File: src/rtl/mem_fabric_pkg.sv
// Shared types and helpers for the memory bus fabric.
// Optional abort-on-stall behaviour is enabled with MEM_FABRIC_TIMEOUT_EN.
package mem_fabric_pkg;

  typedef enum logic [1:0] {
    IDLE   = 2'd0,
    ACCESS = 2'd1,
    RESP   = 2'd2
  } fabric_state_t;

  // Cause of the last completed transaction, kept for debug visibility.
  typedef enum logic [1:0] {
    ERR_NONE     = 2'd0,
    ERR_UNMAPPED = 2'd1,
    ERR_RO       = 2'd2,
    ERR_TIMEOUT  = 2'd3
  } err_cause_t;

  function automatic int idx_width(input int n);
    return (n > 1) ? $clog2(n) : 1;
  endfunction

endpackage

File: src/rtl/mem_fabric_decode.sv
// Region decode: region index -> one-hot target, unmapped flag, read-only violation.
import mem_fabric_pkg::*;

module mem_fabric_decode #(
  parameter int                    NUM_SLAVES  = 4,
  parameter int                    REGION_BITS = 2,
  parameter logic [NUM_SLAVES-1:0] RO_MASK     = '0
) (
  input  logic [REGION_BITS-1:0] region,
  input  logic                   write,
  output logic [NUM_SLAVES-1:0]  sel,
  output logic                   unmapped,
  output logic                   ro_violation
);

  for (genvar i = 0; i < NUM_SLAVES; i++) begin : g_sel
    assign sel[i] = (region == REGION_BITS'(i));
  end

  // Indices past the last slave match no select line.
  assign unmapped     = ~|sel;
  assign ro_violation = write & (|(sel & RO_MASK));

endmodule

File: src/rtl/mem_bus_fabric.sv
// Single-outstanding memory-mapped interconnect from the load/store port to NUM_SLAVES targets.
// Define MEM_FABRIC_TIMEOUT_EN to abort ACCESS after TIMEOUT_CYCLES without slave ready.
import mem_fabric_pkg::*;

module mem_bus_fabric #(
  parameter int                    DATA_W         = 32,
  parameter int                    ADDR_W         = 32,
  parameter int                    NUM_SLAVES     = 4,
  parameter int                    REGION_LSB     = 14,
  parameter int                    REGION_BITS    = 2,
  parameter logic [NUM_SLAVES-1:0] RO_MASK        = '0,
  parameter int                    TIMEOUT_CYCLES = 255
) (
  input  logic                         clock,
  input  logic                         reset,
  input  logic                         req_valid,
  output logic                         req_ready,
  input  logic                         req_write,
  input  logic [ADDR_W-1:0]            req_addr,
  input  logic [DATA_W-1:0]            req_wdata,
  output logic                         rsp_valid,
  output logic [DATA_W-1:0]            rsp_rdata,
  output logic                         rsp_error,
  output logic [NUM_SLAVES-1:0]        slv_sel,
  output logic                         slv_write,
  output logic [ADDR_W-1:0]            slv_addr,
  output logic [DATA_W-1:0]            slv_wdata,
  input  logic [NUM_SLAVES-1:0]        slv_ready,
  input  logic [NUM_SLAVES*DATA_W-1:0] slv_rdata
);

  fabric_state_t           state_q, state_d;
  err_cause_t              err_q;
  logic [DATA_W-1:0]       rdata_q, rd_mux;
  logic [NUM_SLAVES-1:0]   dec_sel;
  logic                    dec_unmapped, dec_ro;
  logic                    accept, bad_req, hit, tmo_hit;

  mem_fabric_decode #(
    .NUM_SLAVES  (NUM_SLAVES),
    .REGION_BITS (REGION_BITS),
    .RO_MASK     (RO_MASK)
  ) u_decode (
    .region       (req_addr[REGION_LSB +: REGION_BITS]),
    .write        (req_write),
    .sel          (dec_sel),
    .unmapped     (dec_unmapped),
    .ro_violation (dec_ro)
  );

  assign accept  = (state_q == IDLE) && req_valid;
  assign bad_req = dec_unmapped | dec_ro;
  // slv_sel is one-hot in ACCESS, so it doubles as the ready/rdata select.
  assign hit     = (state_q == ACCESS) && (|(slv_sel & slv_ready));

  always_comb begin
    rd_mux = '0;
    for (int i = 0; i < NUM_SLAVES; i++)
      if (slv_sel[i]) rd_mux = rd_mux | slv_rdata[i*DATA_W +: DATA_W];
  end

`ifdef MEM_FABRIC_TIMEOUT_EN
  localparam int TW = $clog2(TIMEOUT_CYCLES + 1);
  logic [TW-1:0] tmo_cnt;

  assign tmo_hit = (state_q == ACCESS) && !hit && (tmo_cnt == TW'(TIMEOUT_CYCLES - 1));

  always_ff @(posedge clock) begin
    if (reset || state_q != ACCESS) tmo_cnt <= '0;
    else                            tmo_cnt <= tmo_cnt + TW'(1);
  end
`else
  assign tmo_hit = 1'b0;
`endif

  always_ff @(posedge clock) begin
    if (reset) state_q <= IDLE;
    else       state_q <= state_d;
  end

  always_comb begin
    state_d = state_q;
    case (state_q)
      IDLE:    if (req_valid) state_d = bad_req ? RESP : ACCESS;
      ACCESS:  if (hit || tmo_hit) state_d = RESP;
      RESP:    state_d = IDLE;
      default: state_d = IDLE;
    endcase
  end

  always_ff @(posedge clock) begin
    if (reset) begin
      slv_sel   <= '0;
      slv_write <= 1'b0;
      slv_addr  <= '0;
      slv_wdata <= '0;
      rdata_q   <= '0;
      err_q     <= ERR_NONE;
    end else begin
      if (accept) begin
        slv_write <= req_write;
        slv_addr  <= req_addr;
        slv_wdata <= req_wdata;
        if (bad_req) begin
          slv_sel <= '0;
          rdata_q <= '0;
          err_q   <= dec_unmapped ? ERR_UNMAPPED : ERR_RO;
        end else begin
          slv_sel <= dec_sel;
        end
      end
      if (hit) begin
        slv_sel <= '0;
        rdata_q <= slv_write ? '0 : rd_mux;
        err_q   <= ERR_NONE;
      end else if (tmo_hit) begin
        slv_sel <= '0;
        rdata_q <= '0;
        err_q   <= ERR_TIMEOUT;
      end
    end
  end

  assign req_ready = (state_q == IDLE);
  assign rsp_valid = (state_q == RESP);
  assign rsp_rdata = rdata_q;
  assign rsp_error = (err_q != ERR_NONE);

endmodule

File: config.mk
export PLATFORM = sky130hd
export DESIGN_NAME = mem_bus_fabric
export DESIGN_NICKNAME = d
export VERILOG_FILES = /design/src/rtl/mem_fabric_pkg.sv /design/src/rtl/mem_fabric_decode.sv /design/src/rtl/mem_bus_fabric.sv
export SDC_FILE = /design/constraint.sdc
export NUM_CORES = 1
export LEC_CHECK = 0
export CAP_MARGIN = 20
export CORE_MARGIN = 2
export CORE_UTILIZATION = 37
export DETAILED_ROUTE_END_ITERATION = 16
export PLACE_DENSITY = 0.86
export SLEW_MARGIN = 40
export SYNTH_ARGS = -nofsm -noshare
export SYNTH_HDL_FRONTEND = slang
export SYNTH_HIERARCHICAL = 1
export SYNTH_SLANG_ARGS = --single-unit
File: constraint.sdc
create_clock -name clock -period 1.85 [get_ports clock]
set_clock_uncertainty 0.05 [all_clocks]
set_input_delay 0.185 -clock clock [delete_from_list [all_inputs] [get_ports clock]]
set_output_delay 0.185 -clock clock [all_outputs]
set_load 0.01 [all_outputs]
==> metrics.md <==
| Metric | Value |
|---|---|
| Status | `complete, no violations` |
| Period utilization | `0.950` |
| Flops & latches, synth | `105` |
| Slack of the critical path | `92.8 ps` |
| Pre-CTS setup slack | `55.9 ps` |
| Slew Limit Fails | `0` |
| Die Ht | `118 um` |
| Num CTS Buffers | `9` |
| First-pass GRT wire length | `27.3 mm` |
| Initial DRC count | `251` |
| Worst Path Required | `1620 ps` |
| Die area | `13,900 um2` |
| Routed wire length | `17.1 mm` |
| Largest net degree at the start of global routing | `54` |
| CP Launch Type | `register` |
| Top_reg_cell synth | `dfxtp_1` |
| Tot GR Track Use | `0.244` |
| Ports | `304` |
| Async SR Flop Fraction | `0` |
| Max incr delay on CP | `560 ps` |
| Vias in the first global route | `5,166` |
| Mapped Cells | `525` |
| Antenna viol nets, final | `0` |
| Fmax achieved | `569 MHz` |
| Mapped Area | `4790 um2` |
| Post-synth EDFFs | `0` |
| Fin nets | `1,006` |
| Final setup violation count | `0` |
| Post-DR vias/cell | `5.18` |
| Routed len/inst | `17.4 um` |
| Actual slew at the worst max-slew pin | `674 ps` |
| Drt pass-1 iters | `4` |
| Unrepaired setup endpoints after global routing | `false` |
| Via Count | `5,088` |
| Congestion Overflow GR | `0` |
| Clk buf depth | `2` |
| Post-Syn Area per Cell | `9.12 um2` |
| Hpwl dp | `12.7 mm` |
| Worst setup EP type | `output port` |
| Commonest non-fill, non-tap cell in the layout | `clkdlybuf4s50_1` |
| Peak VDD IR | `453 uV` |
| CTS root buf | `clkbuf_16` |
| Initial Utilization | `0.380` |
| Slew HR | `0.550` |
| Resized cells post-CTS | `0` |
| Final min period | `1760 ps` |
| Sequence of cells on the critical path | `buf_12 > clkdlybuf4s50_1` |
| Non-Filler Instances | `982` |
| GP Congestion | `0.802` |
| Lkg Pwr | `2.85 nW` |
| Die Wd | `118 um` |
| Initial antenna violation count | `0` |
| Core Box Area | `12,600 um2` |
| Yosys synthesis warning count | `6` |
| Hold Vio Cnt, Final | `0` |
| Crit Path Class | `register to output port` |
| Placed Cells | `967` |
| CTS sink cnt | `105` |
| Ant. Diodes | `0` |
| CTS tree | `yes` |
| Tot Pwr | `5.28 mW` |
| Worst-path maximum fanout | `35` |
| Critical-path top delay cell | `clkdlybuf4s50_1` |
| H-tree depth | `3` |
| Max Cap Viol | `0` |
| Setup_tns | `0 ps` |
| Netlist cell types | `32` |
| Worst Hold Class | `primary input to register` |
| DRC violations left | `0` |
| Port Buffer Count | `303` |
| Core Rows | `41` |
| Layout cells sized above 1 | `0.0938` |
| CP Data Arrival Time | `1520 ps` |
| Commonest non-fill, non-tap cells in the layout | `clkdlybuf4s50_1 (302), nand2_1 (136), dfxtp_1 (105)` |
| Worst-Skew Late Latency | `340 ps` |
| Area Overhead vs Synth | `72.4%` |
| Sequential share of the synthesized area | `0.439` |
| Power Density | `639 nW/um2` |
| Hold Buf Count CTS | `0` |
| Post-CTS setup buffers | `0` |
| CTS clk-pin slew, worst paths | `70 ps` |
[flip-flops by register name (all words and copies together), names as in the netlist]
name,flops
state_q,2
slv_write,1
rsp_rdata,32
slv_addr,32
err_q,2
slv_wdata,32
slv_sel,4
[worst max-delay path: cells and delay by family, from the launching register on]
kind / cells / cell delay (ps)
flip-flops: 1 / 390
buffers and inverters: 2 / 780
[report_power, final]
group / switching (mW) / internal (mW)
sequential: 0.0543 / 2.36
clock: 0.809 / 0.939
combinational: 0.432 / 0.685
total: 1.30 / 3.99
[final cells by class]
class,instances,area (um2)
clock buffer,12,246
tap,172,215
multi-input combinational,366,2390
timing repair buffer,324,3290
clock inverter,3,17.5
sequential,105,2100
fill,1019,4360
[through the flow]
stage               instance area [um2]   util  hold slack [ps]
floorplan                          4790      -              271
global placement                   8000  0.634              390
detailed placement                 8000  0.634              396
CTS                                8260  0.654              322
global route                       8260  0.654              333
finish                             8260  0.654              335
[cells by family (layout without fill, tap and decap cells)]
group           count (synthesis)  in the layout  share of synthesized area
flops                         105            105                      0.439
buf+inv                        55            339                     0.0666
compound gates                177            177                      0.317
other cells                     1              2                   0.000783
simple gates                  187            187                      0.177
[cells in the mapped netlist (2+ instances only)]
cell / instances / share of area
o32ai_1: 2 / 0.0037
nand2b_1: 33 / 0.043
a22oi_2: 2 / 0.0052
clkbuf_1: 26 / 0.020
buf_4: 6 / 0.0094
nand3_1: 4 / 0.0042
a21oi_1: 67 / 0.070
o32ai_2: 30 / 0.10
buf_2: 15 / 0.016
a22o_1: 34 / 0.062
buf_8: 3 / 0.0094
or3b_1: 2 / 0.0037
a211oi_1: 6 / 0.0094
nor2_1: 2 / 0.0016
buf_6: 5 / 0.012
dfxtp_1: 105 / 0.44
nand2_1: 136 / 0.11
nor2b_1: 2 / 0.0026
a221oi_1: 32 / 0.059
[per-layer routing]
metal / part of all wire / track usage / vias to the layer above
li1: - / - / 2453
met1: 0.38 / 0.275 / 2405
met5: 0 / 0 / -
met2: 0.51 / 0.433 / 205
met3: 0.087 / 0.0795 / 25
met4: 0.022 / 0.0806 / 0
[path summary, 6_finish.rpt]
| check | endpoint | startpoint | depth (start not counted) | slack [ps] |
|---|---|---|---|---|
| max | slv_sel[2] | slv_sel[2] | 2 | 90 |
| min | slv_wdata[15] | req_wdata[15] | 3 | 340 |
| max reg2reg | rsp_rdata[23] | slv_sel[1] | 5 | 270 |
| min reg2reg | slv_addr[18] | slv_addr[18] | 2 | 400 |
(Power assumes the default switching activity.)
